===== src/rtl/max_scan_ctrl_if.sv =====
// Handshake and result signals shared between the scan controller and its client.
interface max_scan_ctrl_if;
  logic       start;
  logic [3:0] len;
  logic       in_valid;
  logic [3:0] in_data;
  logic       in_ready;
  logic       busy;
  logic [3:0] max_val;
  logic [3:0] max_idx;
  logic       done;

  modport slave (
    input  start, len, in_valid, in_data,
    output in_ready, busy, max_val, max_idx, done
  );

  modport master (
    output start, len, in_valid, in_data,
    input  in_ready, busy, max_val, max_idx, done
  );
endinterface


===== src/rtl/max_scan_ctrl.sv =====
// Streams a fixed-length scan of 4-bit samples and reports the maximum value
// and its earliest position, with a one-cycle done pulse.
module max_scan_ctrl (
  input  logic           clk,
  input  logic           reset,
  max_scan_ctrl_if.slave bus
);
  localparam logic [1:0] S_IDLE   = 2'd0;
  localparam logic [1:0] S_ACCEPT = 2'd1;
  localparam logic [1:0] S_DONE   = 2'd2;

  logic [1:0] r_state;
  logic [3:0] r_len;
  logic [3:0] r_cnt;
  logic [3:0] r_max_val;
  logic [3:0] r_max_idx;

  logic w_in_ready;
  logic w_xfer;
  logic w_gt;
  logic w_last;

  assign w_in_ready = (r_state == S_ACCEPT);
  assign w_xfer     = bus.in_valid & w_in_ready;
  // Single strict comparator: ties never replace the stored maximum.
  assign w_gt       = (bus.in_data > r_max_val);
  assign w_last     = (r_cnt == (r_len - 4'd1));

  always_ff @(posedge clk) begin
    if (reset) begin
      r_state   <= S_IDLE;
      r_len     <= '0;
      r_cnt     <= '0;
      r_max_val <= '0;
      r_max_idx <= '0;
    end else begin
      case (r_state)
        S_IDLE: begin
          if (bus.start) begin
            if (bus.len != 4'd0) begin
              r_len   <= bus.len;
              r_cnt   <= '0;
              r_state <= S_ACCEPT;
            end else begin
              r_max_val <= '0;
              r_max_idx <= '0;
              r_state   <= S_DONE;
            end
          end
        end
        S_ACCEPT: begin
          if (w_xfer) begin
            r_cnt <= r_cnt + 4'd1;
            if ((r_cnt == 4'd0) || w_gt) begin
              r_max_val <= bus.in_data;
              r_max_idx <= r_cnt;
            end
            if (w_last) r_state <= S_DONE;
          end
        end
        S_DONE:  r_state <= S_IDLE;
        default: r_state <= S_IDLE;
      endcase
    end
  end

  assign bus.in_ready = w_in_ready;
  assign bus.busy     = (r_state == S_ACCEPT) || (r_state == S_DONE);
  assign bus.done     = (r_state == S_DONE);
  assign bus.max_val  = r_max_val;
  assign bus.max_idx  = r_max_idx;
endmodule

===== src/flat_wrapper.sv =====
// flat-port wrapper written by rule: the top's interface ports become plain ports
module max_scan_ctrl_flat 
  (clk, reset, bus_start, bus_len, bus_in_valid, bus_in_data, bus_in_ready, bus_busy, bus_max_val, bus_max_idx, bus_done);
  max_scan_ctrl_if bus_i ();
  input  logic clk;
  input  logic reset;
  input wire logic [$bits(bus_i.start)-1:0] bus_start;
  input wire logic [$bits(bus_i.len)-1:0] bus_len;
  input wire logic [$bits(bus_i.in_valid)-1:0] bus_in_valid;
  input wire logic [$bits(bus_i.in_data)-1:0] bus_in_data;
  output wire logic [$bits(bus_i.in_ready)-1:0] bus_in_ready;
  output wire logic [$bits(bus_i.busy)-1:0] bus_busy;
  output wire logic [$bits(bus_i.max_val)-1:0] bus_max_val;
  output wire logic [$bits(bus_i.max_idx)-1:0] bus_max_idx;
  output wire logic [$bits(bus_i.done)-1:0] bus_done;
  assign bus_i.start = bus_start;
  assign bus_i.len = bus_len;
  assign bus_i.in_valid = bus_in_valid;
  assign bus_i.in_data = bus_in_data;
  assign bus_in_ready = bus_i.in_ready;
  assign bus_busy = bus_i.busy;
  assign bus_max_val = bus_i.max_val;
  assign bus_max_idx = bus_i.max_idx;
  assign bus_done = bus_i.done;
  max_scan_ctrl u_core (.clk(clk), .reset(reset), .bus(bus_i));
endmodule

===== config.mk =====
export PLATFORM = sky130hd
export DESIGN_NAME = max_scan_ctrl_flat
export DESIGN_NICKNAME = d
export VERILOG_FILES = /design/src/rtl/max_scan_ctrl_if.sv /design/src/rtl/max_scan_ctrl.sv /design/src/flat_wrapper.sv
export SDC_FILE = /design/constraint.sdc
export NUM_CORES = 1
export LEC_CHECK = 0
export ABC_AREA = 1
export CORE_MARGIN = 2
export CORE_UTILIZATION = 40
export DETAILED_ROUTE_END_ITERATION = 10
export GPL_TIMING_DRIVEN = 0
export HOLD_SLACK_MARGIN = 0.03
export RECOVER_POWER = 100
export SLEW_MARGIN = 20
export SYNTH_ARGS = -nofsm -noshare
export SYNTH_HDL_FRONTEND = slang
export SYNTH_SLANG_ARGS = --single-unit

===== constraint.sdc =====
create_clock -name clk -period 2.9 [get_ports clk]
set_clock_uncertainty 0.15 [all_clocks]
set_input_delay 0.58 -clock clk [delete_from_list [all_inputs] [get_ports clk]]
set_output_delay 0.58 -clock clk [all_outputs]
set_load 0.02 [all_outputs]

# ---- Yosys cells after proc, flatten, opt, wreduce, memory -nomap -nowiden
# Index checks and enable logic that the tools add are counted.
dict set report classes {
  addsub 2
  magnitude_cmp 1
  eq_ne 9
  muxes 17
  n_bitwise 1
  n_reduce_logical 10
}
# op count
set ops {}
lappend ops {{$mux 4} 9}
lappend ops {{$pmux 4 s2} 3}
lappend ops {{$ne 2x2->1 const B} 5}
lappend ops {{$mux 2} 4}
lappend ops {{$reduce_and 3->1} 2}
lappend ops {{$reduce_and 5->1} 1}
lappend ops {{$add 4x1->4 const B} 1}
lappend ops {{$eq 4x4->1} 1}
lappend ops {{$gt 4x4->1} 1}
lappend ops {{$logic_not 4->1} 1}
lappend ops {{$pmux 2 s2} 1}
lappend ops {{$reduce_and 4->1} 1}
lappend ops {{$reduce_bool 4->1} 1}
lappend ops {{$sub 4x1->4 const B} 1}
lappend ops {{$eq 2x1->1 const B} 1}
lappend ops {{$eq 2x2->1 const B} 1}
lappend ops {{$logic_not 2->1} 1}
lappend ops {{$logic_or 1x1->1} 2}
lappend ops {{$ne 2x1->1 const B} 1}
lappend ops {{$reduce_bool 2->1} 1}
lappend ops {{$and 1x1->1} 1}
dict set report word_totals {
  regBits 18
  inputBits 12
  out_inout_bits 11
  wordCells 45
}

# ---- Depth between registers and ports, before layout
dict set report depth {
  word_depth 5
  depth_mapped 13
  ltp_nobuf 12
}

# ---- Worst setup path before layout
# OpenSTA, ideal clock, no wires.
dict set report synth_path {
  path_type {in2reg}
  start {in bus_in_data[1]}
  end {reg u_core.r_max_idx[0] (netlist: u_core.bus.max_idx[0])}
  setup_ns 0.114
  t_arrival_ns 1.506
  required_time_ns 2.636
  path_slack_ns 1.130
  cell_stages 11
  path_buffers 1
  path_cell_list {ha_1 inv_1 o21bai_1 nand2_1 nand2_1 nand2_1 nand2_1 nand2_1 buf_6 a21oi_1 nor2_1}
}
dict set report synth_via {
  elab_chain_len 4
}
# element line
set synth_lines {}
lappend synth_lines {{from (decl)} flat_wrapper.sv:10} ;# input wire logic [$bits(bus_i.in_data)-1:0] bus_in_data;
lappend synth_lines {{$gt 4x4->1} max_scan_ctrl.sv:26} ;# assign w_gt = (bus.in_data > r_max_val);
lappend synth_lines {{$logic_or 1x1->1} max_scan_ctrl.sv:54} ;# if ((r_cnt == 4'd0) || w_gt) begin
lappend synth_lines {{$ne 2x2->1 (no source line)} --}
lappend synth_lines {{$reduce_and 5->1 (no source line)} --}
lappend synth_lines {{to (signal assigned)} max_scan_ctrl.sv:56} ;# r_max_idx <= r_cnt;
lappend synth_lines {{to (decl)} max_scan_ctrl.sv:16} ;# logic [3:0] r_max_idx;
# Every way passes these cells.
# A chain may end at the register's enable or synchronous reset.

# ---- Final worst setup path
dict set report layout_path {
  start {reg u_core.r_state[1]}
  end {out bus_in_ready}
}
dict set report layout_via {
  elab_chain_len 1
}
# element line
set layout_lines {}
lappend layout_lines {{from (decl)} max_scan_ctrl.sv:12} ;# logic [1:0] r_state;
lappend layout_lines {{from (signal assigned)} max_scan_ctrl.sv:31} ;# r_state <= S_IDLE;
lappend layout_lines {{from (signal assigned)} max_scan_ctrl.sv:43} ;# r_state <= S_ACCEPT;
lappend layout_lines {{from (signal assigned)} max_scan_ctrl.sv:47} ;# r_state <= S_DONE;
lappend layout_lines {{$eq 2x1->1} max_scan_ctrl.sv:23} ;# assign w_in_ready = (r_state == S_ACCEPT);
lappend layout_lines {{to (decl)} flat_wrapper.sv:11} ;# output wire logic [$bits(bus_i.in_ready)-1:0] bus_in_ready;
# Every way passes these cells.

==> impl_metrics.env <==
export IMPL_postCtsSetupBuffers=0
export IMPL_path_clk_slew_ps=100
export IMPL_setup_tns_ps=0
export IMPL_synth_net_count=203
export IMPL_synth_top_area_share_pct=31.79
export IMPL_rsz0062_at_grt="no"
export IMPL_vias_per_cell=4.696
export IMPL_cts_made_buffers=3
export IMPL_combPwrFrac_pct=60.1
export IMPL_synth_largest_area_cell="dfxtp_1"
export IMPL_fin_nets=230
export IMPL_drt_wl_total_um=2349
export IMPL_hold_buffers=0
export IMPL_grt_util_met1_pct=18.05
export IMPL_die_w_um=57.24
export IMPL_sw_frac_of_total_pct=47.07
export IMPL_post_layout_total_power_mw=1.330
export IMPL_grtUsageMet2_pct=28.74
export IMPL_syn2layout_area_growth_pct=23.62
export IMPL_max_freq_mhz=412.6
export IMPL_wl_per_cell_um=9.911
export IMPL_grt_busiest_layer="met2"
export IMPL_met3_usage_pct=2.721
export IMPL_synth_edf_count=0
export IMPL_cp_max_fo=7
export IMPL_ys_warn_count=0
export IMPL_fp_dieArea_um2=3276
export IMPL_hold_violations=0
export IMPL_synth_ff_type="dfxtp_1"
export IMPL_netlist_area_um2=1134
export IMPL_outcome="finished, final reports clean"
export IMPL_leakagePower_nw=0.7345
export IMPL_power_density_nw_per_um2=949.3
export IMPL_grt_util_all_layers_pct=15.97
export IMPL_power_switching_uw=626.2
export IMPL_antenna_found_initial=0
export IMPL_crit_arrival_ps=1690
export IMPL_maxCapViolations=0
export IMPL_cts_root_buf="clkbuf_4"
export IMPL_async_flop_share_pct=0
export IMPL_period_minus_slack_ps=2424
export IMPL_first_global_vias=1011
export IMPL_internal_power_uw=704.2
export IMPL_grt_max_degree=11
export IMPL_synth_compound_area_share_pct=12.80
export IMPL_timing_max_transition_violations_final=0
export IMPL_syn_inst=181
export IMPL_ir_drop_mv=0.6064
export IMPL_grt_pass1_wl_um=4043
export IMPL_cts_resized=0
export IMPL_gp_congestion=0.8108
export IMPL_yosysMostFrequentCell="nand2_1"
export IMPL_clock_path_buffers=2
export IMPL_p_clk_share_pct=9.7
export IMPL_start_util_pct=41.46
export IMPL_syn_avg_cell_area_um2=6.263
export IMPL_io_buffers=22
export IMPL_period_share_pct=83.57
export IMPL_hp_class="reg -> reg"
export IMPL_max_slew_margin_pct=68.98
export IMPL_synthDistinctLibCells=19
export IMPL_ioPinCount=23
export IMPL_r2r_start="u_core.r_state[1]"
export IMPL_ys_seq_elements=18
export IMPL_p_seq_share_pct=30.2
export IMPL_fp_coreArea_um2=2734
export IMPL_clkSinkCount=18
export IMPL_crit_type="reg -> out"
export IMPL_yosys_area_share_adder_pct=11.04
export IMPL_drtAntennaViolNets=0
export IMPL_cts_max_level=1
export IMPL_n_antenna_cell=0
export IMPL_worst_pin_slew_ps=465.2
export IMPL_muxShareOfSynthArea_pct=0
export IMPL_synth_common_cells="nand2_1, inv_1, nor2_1, dfxtp_1, a21oi_1"
export IMPL_synth_seq_area_share_pct=31.79
export IMPL_crit_path_start="u_core.r_state[1]"
export IMPL_drt_pre_antenna_iters=4
export IMPL_drtIter0Drc=28
export IMPL_drc=0
export IMPL_start_kind="flip-flop"
export IMPL_critPathCaptureType="primary output"
export IMPL_drive_gt1_share_pct=1.942
export IMPL_cts_tree="done"
export IMPL_netlist_top_cells_area="dfxtp_1, nand2_1, inv_1"
export IMPL_hp_start="u_core.bus.max_idx[1]"
export IMPL_setup_viol_count_final=0
export IMPL_yosys_area_share_simple_pct=29.14
export IMPL_cp_required_ps=2170
export IMPL_clock_latency_ps=300
export IMPL_synth_xor_area_share_pct=1.545
export IMPL_fp_row_count=19
export IMPL_die_h_um=57.24
export IMPL_num_vias=1113
export IMPL_grt_overflow_total=0
export IMPL_dp_hpwl_um=1834
export IMPL_synth_top_family_by_area="simple AND/OR/NAND/NOR gates"
==> stage by stage <==
step / cell area (um2) / instances / utilization [%] / hold slack (ps) / setup slack [ps]
CTS: 1415 / 237 / 51.76 / 350.6 / 489.0
finish: 1401 / 237 / 51.26 / 345.2 / 476.5
floorplan: 1134 / 181 / - / 321.9 / 1130
global route: 1401 / 237 / 51.26 / 372.1 / 362.3
global placement: 1393 / 234 / 50.94 / 320.2 / 587.5
detailed placement: 1393 / 234 / 50.94 / 326.6 / 568.8
==> worst max-delay path, stage by stage, from the launching register on <==
cell and delay [ps]:
dfxtp_1 330, inv_1 90, ha_1 280, dlygate4sd3_1 700
==> registers in the layout (all words and copies together) (netlist names) <==
register	cells
u_core.bus.max_idx	4
u_core.bus.max_val	4
u_core.r_cnt	4
u_core.r_len	4
u_core.r_state	2
==> layout by cell type, fill, tap and decap left out <==
cell and instances:
nand2_1 48, inv_1 36, nor2_1 30, dfxtp_1 18, dlygate4sd3_1 13, a21oi_1 12
o21ai_0 11, ha_1 10, clkdlybuf4s50_1 9, nand3_1 7, clkbuf_4 3, clkbuf_1 2
xor2_1 2, buf_2 1, o31ai_1 1, o21bai_1 1, a31oi_1 1, o21ai_1 1
==> kinds of logic after synthesis <==
group | count (synthesis)
flops | 18
simple gates | 85
xor+xnor | 2
fa+ha+maj | 10
buf+inv | 39
compound gates | 27
==> cell type report <==
type	instances	area, um2
Buffer	3	12.51
Clock buffer	3	22.52
Tap cell	31	38.79
Fill cell	295	1333
Timing Repair Buffer	22	220.2
Sequential cell	18	360.3
Multi-Input combinational cell	124	611.8
Inverter	36	135.1
==> path summary, 6_finish.rpt <==
kind	cells past startpoint	slack [ps]	endpoint
setup / recovery	3	480	bus_in_ready
hold / removal	2	350	u_core.bus.max_idx[1]
setup reg to reg	10	820	u_core.r_cnt[2]
hold reg to reg	2	350	u_core.bus.max_idx[1]
==> metal layers <==
metal / share of wire [%] / vias up
met2: 47 / 24
met4: 2.2 / 0
met1: 46 / 479
li1: - / 605
met3: 4.9 / 5
met5: 0 / -
==> power by group through the flow <==
stage | Combinational, mW | Sequential [mW] | Clock [mW]
floorplan | 0.536 | 0.473 | 0
global placement | 0.858 | 0.407 | 0
detailed placement | 0.872 | 0.411 | 0
CTS | 0.876 | 0.405 | 0.135
global route | 0.915 | 0.414 | 0.142
finish | 0.800 | 0.402 | 0.129
(Power assumes the default switching activity.)
